<file path="config.mk">
export PLATFORM = sky130hd
export DESIGN_NAME = kronos_id_flat
export DESIGN_NICKNAME = d
export VERILOG_FILES = /design/src/rtl/kronos_id_pkg.sv /design/src/rtl/kronos_id_if.sv /design/src/rtl/kronos_id_rf.sv /design/src/rtl/kronos_id.sv /design/src/flat_wrapper.sv
export SDC_FILE = /design/constraint.sdc
export NUM_CORES = 2
export LEC_CHECK = 0
export CAP_MARGIN = 5
export CORE_UTILIZATION = 50
export DETAILED_ROUTE_END_ITERATION = 8
export DONT_BUFFER_PORTS = 1
export HOLD_SLACK_MARGIN = 0.12
export SLEW_MARGIN = 20
export SYNTH_ARGS = -nofsm -noshare
export SYNTH_HDL_FRONTEND = slang
export SYNTH_SLANG_ARGS = --single-unit
export TNS_END_PERCENT = 20
</file>
<file path="constraint.sdc">
create_clock -name clk -period 15.35 [get_ports clk]
set_input_delay 3.07 -clock clk [delete_from_list [all_inputs] [get_ports clk]]
set_output_delay 3.07 -clock clk [all_outputs]
set_load 0.05 [all_outputs]
</file>
<file path="src/rtl/kronos_id_pkg.sv">
// Shared Kronos types: IF/ID and ID/EX pipe payloads, RV32I opcodes, ALU op encoding
// and the immediate decoder used by the decode stage.
package kronos_types;

  typedef struct packed {
    logic [31:0] pc;
    logic [31:0] ir;
  } pipeIFID_t;

  typedef struct packed {
    logic [31:0] pc;
    logic [31:0] ir;
    logic [31:0] imm;
    logic [31:0] op1;
    logic [31:0] op2;
    logic [31:0] rs2_data;
    logic [4:0]  rd;
    logic [4:0]  rs1;
    logic [4:0]  rs2;
    logic [3:0]  aluop;
    logic        regwr;
    logic        is_load;
    logic        is_store;
    logic        is_branch;
    logic        is_jump;
    logic        is_system;
    logic        illegal;
  } pipeIDEX_t;

  localparam logic [6:0] OP       = 7'b0110011;
  localparam logic [6:0] OPIMM    = 7'b0010011;
  localparam logic [6:0] LOAD     = 7'b0000011;
  localparam logic [6:0] STORE    = 7'b0100011;
  localparam logic [6:0] BRANCH   = 7'b1100011;
  localparam logic [6:0] JAL      = 7'b1101111;
  localparam logic [6:0] JALR     = 7'b1100111;
  localparam logic [6:0] LUI      = 7'b0110111;
  localparam logic [6:0] AUIPC    = 7'b0010111;
  localparam logic [6:0] SYSTEM   = 7'b1110011;
  localparam logic [6:0] MISC_MEM = 7'b0001111;

  // aluop = {funct7[5], funct3}
  typedef enum logic [3:0] {
    ALU_ADD  = 4'b0000,
    ALU_SLL  = 4'b0001,
    ALU_SLT  = 4'b0010,
    ALU_SLTU = 4'b0011,
    ALU_XOR  = 4'b0100,
    ALU_SRL  = 4'b0101,
    ALU_OR   = 4'b0110,
    ALU_AND  = 4'b0111,
    ALU_SUB  = 4'b1000,
    ALU_SRA  = 4'b1101
  } alu_op_e;

  function automatic logic [31:0] decode_imm(input logic [31:0] ir);
    logic [31:0] imm;
    case (ir[6:0])
      OPIMM, LOAD, JALR, SYSTEM: imm = {{20{ir[31]}}, ir[31:20]};
      STORE:                     imm = {{20{ir[31]}}, ir[31:25], ir[11:7]};
      BRANCH:                    imm = {{19{ir[31]}}, ir[31], ir[7], ir[30:25], ir[11:8], 1'b0};
      LUI, AUIPC:                imm = {ir[31:12], 12'b0};
      JAL:                       imm = {{11{ir[31]}}, ir[31], ir[19:12], ir[20], ir[30:21], 1'b0};
      default:                   imm = '0;
    endcase
    return imm;
  endfunction

endpackage

</file>
<file path="src/rtl/kronos_id_if.sv">
// Fetch-to-decode and decode-to-execute handshakes for the Kronos decode stage.
interface kronos_id_if;
  import kronos_types::*;

  pipeIFID_t fetch;
  logic      pipe_in_vld;
  logic      pipe_in_rdy;
  pipeIDEX_t decode;
  logic      pipe_out_vld;
  logic      pipe_out_rdy;

  modport master (
    output fetch, pipe_in_vld, pipe_out_rdy,
    input  pipe_in_rdy, decode, pipe_out_vld
  );

  modport slave (
    input  fetch, pipe_in_vld, pipe_out_rdy,
    output pipe_in_rdy, decode, pipe_out_vld
  );
endinterface

</file>
<file path="src/rtl/kronos_id_rf.sv">
// 32x32 flop register file, two combinational reads with write-through bypass, one write.
module kronos_RF (
  input  logic        clk,
  input  logic        rstz,
  input  logic [4:0]  rs1_sel,
  input  logic [4:0]  rs2_sel,
  output logic [31:0] rs1_data,
  output logic [31:0] rs2_data,
  input  logic [4:0]  rd_sel,
  input  logic [31:0] rd_data,
  input  logic        rd_en
);

  logic [31:0] regs [32];

  always_ff @(posedge clk or negedge rstz) begin
    if (!rstz) begin
      for (int i = 0; i < 32; i++) regs[i] <= '0;
    end else if (rd_en && rd_sel != 5'd0) begin
      regs[rd_sel] <= rd_data;
    end
  end

  // A writeback landing this cycle is visible to decode without waiting for the flop.
  always_comb begin
    rs1_data = regs[rs1_sel];
    if (rs1_sel == 5'd0) rs1_data = '0;
    else if (rd_en && rd_sel == rs1_sel) rs1_data = rd_data;

    rs2_data = regs[rs2_sel];
    if (rs2_sel == 5'd0) rs2_data = '0;
    else if (rd_en && rd_sel == rs2_sel) rs2_data = rd_data;
  end

endmodule

</file>
<file path="src/rtl/kronos_id.sv">
// Kronos RV32I decode stage: field decode, operand formation, register file and
// write-pending scoreboard interlock feeding a registered ID/EX pipe.
module kronos_id
  import kronos_types::*;
(
  input  logic        clk,
  input  logic        rstz,
  kronos_id_if.slave  pipe,
  input  logic [31:0] regwr_data,
  input  logic [4:0]  regwr_sel,
  input  logic        regwr_en,
  input  logic        branch
);

  logic [31:0] pc, ir;
  logic [4:0]  rs1, rs2, rd;
  logic [2:0]  funct3;
  logic [31:0] rs1_data, rs2_data;
  logic        rs1_used, rs2_used, wr;
  logic        rs1_pend, rs2_pend, stall;
  logic        in_xfer, out_xfer;
  logic [31:0] sb, sb_next;
  logic        out_vld;
  pipeIDEX_t   dec, decode_q;

  assign pc     = pipe.fetch.pc;
  assign ir     = pipe.fetch.ir;
  assign rd     = ir[11:7];
  assign funct3 = ir[14:12];
  assign rs1    = ir[19:15];
  assign rs2    = ir[24:20];

  kronos_RF u_rf (
    .clk      (clk),
    .rstz     (rstz),
    .rs1_sel  (rs1),
    .rs2_sel  (rs2),
    .rs1_data (rs1_data),
    .rs2_data (rs2_data),
    .rd_sel   (regwr_sel),
    .rd_data  (regwr_data),
    .rd_en    (regwr_en)
  );

  always_comb begin
    dec          = '0;
    dec.pc       = pc;
    dec.ir       = ir;
    dec.rd       = rd;
    dec.rs1      = rs1;
    dec.rs2      = rs2;
    dec.imm      = decode_imm(ir);
    dec.op1      = rs1_data;
    dec.op2      = decode_imm(ir);
    dec.rs2_data = rs2_data;
    dec.aluop    = ALU_ADD;
    rs1_used     = 1'b0;
    rs2_used     = 1'b0;
    wr           = 1'b0;
    case (ir[6:0])
      OP: begin
        rs1_used  = 1'b1;
        rs2_used  = 1'b1;
        wr        = 1'b1;
        dec.op2   = rs2_data;
        dec.aluop = {ir[30], funct3};
      end
      OPIMM: begin
        rs1_used  = 1'b1;
        wr        = 1'b1;
        dec.aluop = {(funct3 == 3'b101) & ir[30], funct3};
      end
      LOAD: begin
        rs1_used    = 1'b1;
        wr          = 1'b1;
        dec.is_load = 1'b1;
      end
      STORE: begin
        rs1_used     = 1'b1;
        rs2_used     = 1'b1;
        dec.is_store = 1'b1;
      end
      BRANCH: begin
        rs1_used      = 1'b1;
        rs2_used      = 1'b1;
        dec.is_branch = 1'b1;
        dec.op2       = rs2_data;
        dec.aluop     = {1'b0, funct3};
      end
      JAL: begin
        wr          = 1'b1;
        dec.is_jump = 1'b1;
        dec.op1     = pc;
      end
      JALR: begin
        rs1_used    = 1'b1;
        wr          = 1'b1;
        dec.is_jump = 1'b1;
        dec.op1     = pc;
      end
      LUI: begin
        wr      = 1'b1;
        dec.op1 = '0;
      end
      AUIPC: begin
        wr      = 1'b1;
        dec.op1 = pc;
      end
      SYSTEM: begin
        dec.is_system = 1'b1;
        wr            = (funct3 != 3'b000);
        rs1_used      = (funct3 != 3'b000) & ~funct3[2];
      end
      MISC_MEM: ;
      default: dec.illegal = 1'b1;
    endcase
    dec.regwr = wr & (rd != 5'd0);
  end

  // A writeback retiring the pending source this very cycle resolves the hazard via the bypass.
  assign rs1_pend = sb[rs1] & ~(regwr_en & (regwr_sel == rs1));
  assign rs2_pend = sb[rs2] & ~(regwr_en & (regwr_sel == rs2));
  assign stall    = pipe.pipe_in_vld & ((rs1_used & rs1_pend) | (rs2_used & rs2_pend));

  assign pipe.pipe_in_rdy  = ~stall & ~branch & (~out_vld | pipe.pipe_out_rdy);
  assign in_xfer           = pipe.pipe_in_vld & pipe.pipe_in_rdy;
  assign out_xfer          = out_vld & pipe.pipe_out_rdy;
  assign pipe.pipe_out_vld = out_vld;
  assign pipe.decode       = decode_q;

  // Set after clear so a newly issued writer keeps its bit while an older one retires.
  always_comb begin
    sb_next = sb;
    if (regwr_en) sb_next[regwr_sel] = 1'b0;
    if (in_xfer && dec.regwr) sb_next[dec.rd] = 1'b1;
    sb_next[0] = 1'b0;
  end

  always_ff @(posedge clk or negedge rstz) begin
    if (!rstz) begin
      out_vld <= 1'b0;
      sb      <= '0;
    end else begin
      sb <= sb_next;
      if (branch)        out_vld <= 1'b0;
      else if (in_xfer)  out_vld <= 1'b1;
      else if (out_xfer) out_vld <= 1'b0;
    end
  end

  always_ff @(posedge clk) begin
    if (in_xfer) decode_q <= dec;
  end

endmodule

</file>
<file path="src/flat_wrapper.sv">
// flat-port wrapper written by rule: the top's interface ports become plain ports
module kronos_id_flat import kronos_types::*;
  (clk, rstz, regwr_data, regwr_sel, regwr_en, branch, pipe_fetch, pipe_pipe_in_vld, pipe_pipe_out_rdy, pipe_pipe_in_rdy, pipe_decode, pipe_pipe_out_vld);
  kronos_id_if pipe_i ();
  input  logic clk;
  input  logic rstz;
  input  logic [31:0] regwr_data;
  input  logic [4:0] regwr_sel;
  input  logic regwr_en;
  input  logic branch;
  input wire logic [$bits(pipe_i.fetch)-1:0] pipe_fetch;
  input wire logic [$bits(pipe_i.pipe_in_vld)-1:0] pipe_pipe_in_vld;
  input wire logic [$bits(pipe_i.pipe_out_rdy)-1:0] pipe_pipe_out_rdy;
  output wire logic [$bits(pipe_i.pipe_in_rdy)-1:0] pipe_pipe_in_rdy;
  output wire logic [$bits(pipe_i.decode)-1:0] pipe_decode;
  output wire logic [$bits(pipe_i.pipe_out_vld)-1:0] pipe_pipe_out_vld;
  assign pipe_i.fetch = pipe_fetch;
  assign pipe_i.pipe_in_vld = pipe_pipe_in_vld;
  assign pipe_i.pipe_out_rdy = pipe_pipe_out_rdy;
  assign pipe_pipe_in_rdy = pipe_i.pipe_in_rdy;
  assign pipe_decode = pipe_i.decode;
  assign pipe_pipe_out_vld = pipe_i.pipe_out_vld;
  kronos_id u_core (.clk(clk), .rstz(rstz), .pipe(pipe_i), .regwr_data(regwr_data), .regwr_sel(regwr_sel), .regwr_en(regwr_en), .branch(branch));
endmodule
</file>
; Word-level counts from Yosys, hierarchy flattened
; Cells that the tools add are included.
[word_totals]
reg_bits = 1274
input_bits = 107
out_inout_bits = 220
[classes]
magnitude_cmp = 10
eq_ne = 14
muxes = 40
bitwise = 28
reduce_logical = 22
[op_table]
columns = operator, n
row1 = 1024-bit bitwise mux, 1
row2 = 32-bit 2-to-1 mux, 12
row3 = 32-bit binary-select mux with 5-bit select, 2
row4 = 32-bit demux with 5-bit select, 1
row5 = 32-bit one-hot mux with 5 select lines, 1
row6 = 32-bit one-hot mux with 4 select lines, 1
row7 = 32-bit one-hot mux with 2 select lines, 1
row8 = 32-bit bitwise AND, 1
row9 = 32-bit inverter, 1
row10 = 32-bit bitwise OR, 1
row11 = 7-bit == test (second input constant), 4
row12 = 5-bit by 6-bit < comparator with 1-bit output (second input constant), 4
row13 = 7-bit by 6-bit == test with 1-bit output (second input constant), 3
row14 = 6-bit greater-or-equal comparator (second input constant), 3
row15 = 5-bit inverter with 6-bit output, 3
row16 = 1-bit bitwise AND, 14
row17 = 7-bit by 5-bit == test with 1-bit output (second input constant), 2
row18 = 1-bit 2-to-1 mux, 14
row19 = 4-bit one-hot mux with 3 select lines, 1
row20 = 11-bit OR reduction, 1
row21 = 1-bit binary-select mux with 5-bit select, 2
row22 = 1-bit demux with 5-bit select, 2
row23 = 5-bit == test, 2
row24 = 5-bit by 1-bit greater-or-equal comparator with 1-bit output (second input constant), 2
row25 = other kinds (16), 35

; Logic depth before layout (Yosys ltp)
[logic_depth]
depth_word = 13
depth_mapped = 10

; Hierarchy
; A second synthesis with hierarchy kept.
[hier_totals]
cells_unflattened = 4532
hier_area_um2 = 64994.8
[modules_own_cells]
columns = mod, n_inst, cells_each, area_each_um2, seq_area_each_um2
row1 = kronos_RF, 1, 3827, 55032.8, 25624.6
row2 = kronos_id, 1, 705, 9962.1, 6896.6

; Least setup slack after synthesis
; OpenSTA, ideal clock, no wires.
[synth_timing]
kind = input -> register
start = input port pipe_fetch[20]
end = register u_core.decode_q, in the netlist u_core.pipe.decode[0], enable pin
arrival_time_ns = 13.033
t_required_ns = 14.578
path_slack_ns = 1.545
stages = 9
path_buffers = 4
cell_sequence = buf_2 buf_4 buf_2 mux2i_1 nand3_1 a311oi_1 o21ai_1 buf_2 nor2_1
[synth_between]
elab_chain_cells = 11
word_cells_on_any_way = 13
classes_between = 1 x eq/ne / 2 x mux / 10 x bitwise
[synth_lines]
columns = element, line
row1 = from (decl), flat_wrapper.sv:11  ; input wire logic [$bits(pipe_i.fetch)-1:0] pipe_fetch;
row2 = "parallel branches: the longest is 3 deep, another holds 1-bit binary-select mux with 5-bit select", --
row3 = 1-bit bitwise AND *, kronos_id.sv:122  ; assign rs2_pend = sb[rs2] & ~(regwr_en & (regwr_sel == rs2));
row4 = 1-bit bitwise AND *, kronos_id.sv:123  ; assign stall = pipe.pipe_in_vld & ((rs1_used & rs1_pend) | (rs2_used & rs2_pend));
row5 = 1-bit bitwise OR *, kronos_id.sv:123
row6 = 1-bit bitwise AND *, kronos_id.sv:123
row7 = 1-bit inverter *, kronos_id.sv:125  ; assign pipe.pipe_in_rdy = ~stall & ~branch & (~out_vld | pipe.pipe_out_rdy);
row8 = 1-bit bitwise AND * (2 in series), kronos_id.sv:125
row9 = 1-bit bitwise AND *, kronos_id.sv:126  ; assign in_xfer = pipe.pipe_in_vld & pipe.pipe_in_rdy;
row10 = via u_core.in_xfer, kronos_id.sv:21  ; logic in_xfer, out_xfer;
row11 = to (signal assigned), kronos_id.sv:152  ; if (in_xfer) decode_q <= dec;
row12 = to (decl), kronos_id.sv:24  ; pipeIDEX_t dec, decode_q;
; Mark *: on every way through the listed nets, which the timed path passes. The select of a mux whose other input is x is not followed.
; A chain may end at the register's enable or synchronous reset.

; Worst setup path in the final report
[layout_timing]
start = input port regwr_sel[4]
end = output port pipe_pipe_in_rdy
[layout_between]
elab_chain_cells = 10
word_cells_on_any_way = 15
classes_between = 2 x eq/ne / 13 x bitwise
[layout_lines]
columns = element, line
row1 = from (decl), flat_wrapper.sv:8  ; input logic [4:0] regwr_sel;
row2 = "5-bit == test, on equally long branches", "kronos_id.sv:121, kronos_id.sv:122"
row3 = "1-bit bitwise AND, on equally long branches", "kronos_id.sv:121, kronos_id.sv:122"
row4 = "1-bit inverter, on equally long branches", "kronos_id.sv:121, kronos_id.sv:122"
row5 = "1-bit bitwise AND, on equally long branches", "kronos_id.sv:121, kronos_id.sv:122"
row6 = 1-bit bitwise AND, kronos_id.sv:123
row7 = 1-bit bitwise OR *, kronos_id.sv:123
row8 = 1-bit bitwise AND *, kronos_id.sv:123
row9 = 1-bit inverter *, kronos_id.sv:125
row10 = 1-bit bitwise AND * (2 in series), kronos_id.sv:125
row11 = to (decl), flat_wrapper.sv:14  ; output wire logic [$bits(pipe_i.pipe_in_rdy)-1:0] pipe_pipe_in_rdy;
; Mark *: on every way between the ends. The rest lies on a longest branch, timed or not.

==> run metrics <==
Cell Pwr Density=roughly 140 nW/µm²; Synthesis Warnings=0; hold wc startpoint=u_core.u_rf.regs[1005]$_DFFE_PN0P_; layout cells sized above 1=52.0%; Yosys top cell area share=between 40 and 50%; wire length per cell=about 37 µm; chip width=~360 µm; vias in the first global route=just over 40000; Clk Latency, worst-skew pair=approximately 780 ps; sequential area share after synthesis=about half; CP max FO=34; core footprint=~130000 µm²; die area=129000 µm²; CTS sink count=1259; Resized cells post-CTS=0; Leak Pwr=about 0.029 µW; Post-synth EDFFs=a little over 200; WS Path Type=primary input to primary output; Yosys reg bits=~1300; hold depth=0; grt total ovfl=0; first-pass GRT wire length=293000 µm; R2R cell count=10; Die Y=around 360 µm; maxcap violations=0; synthesized area per cell=16.3 µm²; CTS tree=done; status=finished clean; slew margin rel.=between 20% and 30%; setup bufs post-CTS=0; Slew @ Worst Pin=around 1200 ps; Final Skew=between 20 and 25 ps; Initial Utilization=about 50%; largest cells by area after synthesis=dfrtp_1, mux4_2, mux2_2; Final ANT Viol Nets=0; top_reg_cell synth=dfrtp_1; final max-slew violation count=0; CTS clk-pin slew, worst paths=~60 ps; RSZ-0062 raised after global routing=false; largest net degree at the start of global routing=~270; critical path endpoint category=primary output; Yosys top cell by area=dfrtp_1; # rows=130; clk buf depth=3; commonest cells after routing, fill and taps aside=dfrtp_1, mux2_2, mux4_2; final cycle utilization of the critical path=56.9%; FF/Latch Area=32500 µm²; syn nets=slightly above 4000; CTS Root Cell=clkbuf_16; Filler cells=about 10000; number of I/O port buffers=0; initial antenna violation count=19; VDD IR max=around 0.086 mV; gr usage total=roughly a third; Critical Path RT=about 12000 ps; Hold Path Sink=u_core.u_rf.regs[1005]$_DFFE_PN0P_; CP Launch Type=primary input; TNS Setup=0 ps; Fmax=~110 MHz; DR pass1 iterations=6; crit path DAT=5660 ps; IO Pins=327; area occupied by multi-input gates=29800 µm²; synth-to-layout area growth=8.95%; R2R Setup Slk=~11000 ps; Hold WC Path Type=flop to flop; Final Critical Period=between 8000 and 9000 ps; initial detailed-routing violation count=between 3000 and 4000; Final Setup Violations=0; Vias per Instance=between 7 and 8; final wirelength=about 200000 µm; final layout net count=3780; Netlist cell types=55; GPL Wtd Cong=0.820; power consumption=between 9000 and 10000 µW; Critical Path Start=regwr_sel[4]; Post-Syn Instances=around 3900; total CTS buffers=~140; FF-to-FF End=u_core.pipe.decode[202]$_DFFE_PP_; DR DRC count=0; H-tree levels=4; Post-CTS Hold Fix Bufs=0; critical register-to-register path startpoint=u_core.sb[26]$_DFF_PN0_; detailed-route via count=about 38000; final hold vios=0; leading cell type in the layout, fill and taps excluded=dfrtp_1; FFs w/ async S/R, synth=a little over four fifths; detailed placer's ending HPWL=between 100000 and 150000 µm; area of the mapped netlist=roughly 64000 µm²
registers in the layout, indices dropped and copies added, names as in the netlist:
name                      cells
u_core.u_rf.regs           1024
u_core.sb                    31
u_core.pipe.pipe_out_vld      1
u_core.pipe.decode          203
where the power goes:
group          total [µW]  internal (µW)  switching, µW
combinational        1500           1020            486
sequential           4480           3970            511
clock                3440           2050           1390
total                9420           7030           2390
per-layer routing:
metal / vias to the layer above / share of wire, % / global-route usage [%]
li1: 14900 / - / -
met1: 21100 / 41 / 43.1
met2: 1800 / 47 / 48.2
met3: 433 / 8.2 / 7.16
met4: 8 / 4.3 / 13.7
met5: - / 0.029 / 0
how the worst max path moves through the flow:
stage | endpoint | slack, ps | depth (start not counted)
after floorplan | u_core.pipe.decode[0]$_DFFE_PP_ | 1550 | 9
after global placement | pipe_pipe_in_rdy | 6570 | 7
after detailed placement | pipe_pipe_in_rdy | 6610 | 7
after CTS | pipe_pipe_in_rdy | 6610 | 7
after global routing | pipe_pipe_in_rdy | 6520 | 7
final | pipe_pipe_in_rdy | 6620 | 7
final cells by class:
type	instances	share of cell area, %
sequential	1259	46.7
multi-input combinational	2211	42.7
tap	1650	2.96
antenna	3	0.0108
inverter	5	0.0269
timing repair buffer	53	0.858
clock buffer	220	6.24
clock inverter	42	0.535
Yosys cell counts (all sizes together) (2+ instances only):
master,number
o22ai,2
and2,13
nor4,3
nor3b,4
mux2i,74
nand4,2
a22o,5
and3,3
a221o,2
o21ai,65
o32ai,2
nor2,68
nor2b,7
dfrtp,1056
nand2b,5
xor2,9
clkbuf,246
a22oi,41
edfxtp,203
a21oi,16
o41ai,31
nand3,13
mux2,1000
a211oi,29
or2,5
buf,206
or3b,3
xnor2,3
nor3,5
or3,3
o2111ai,20
nand3b,8
inv,5
nor4b,2
mux4,651
a222oi,3
nand2,103
worst max-delay path, stage by stage:
cell      delay, ps
xor2_1          150
nor4_1          460
nand3_4         490
nand4_1         290
o21ai_2          80
buf_4           260
a21boi_1        860
stage by stage:
stage / instances / utilization [%] / area (µm²) / hold slack (ps) / setup WS [ps]
CTS: 5440 / 55.2 / 69700 / 396 / 6610
finish: 5443 / 55.2 / 69700 / 394 / 6620
detailed placement: 5178 / 51.5 / 64900 / 382 / 6610
global placement: 5172 / 51.3 / 64800 / 376 / 6570
floorplan: 3927 / - / 64000 / 441 / 1550
global route: 5440 / 55.2 / 69700 / 402 / 6520
cells by family after synthesis:
kind of cell           Yosys count  share of synthesized area (%)
flip-flops                    1259                           50.8
multiplexers                  1725                           41.7
XOR/XNOR                        12                          0.164
AND/OR/NAND/NOR                248                           1.78
buffers and inverters          457                           3.04
AO/OA/AOI/OAI                  226                           2.49
No activity file was read; power rests on OpenSTA's default activity.
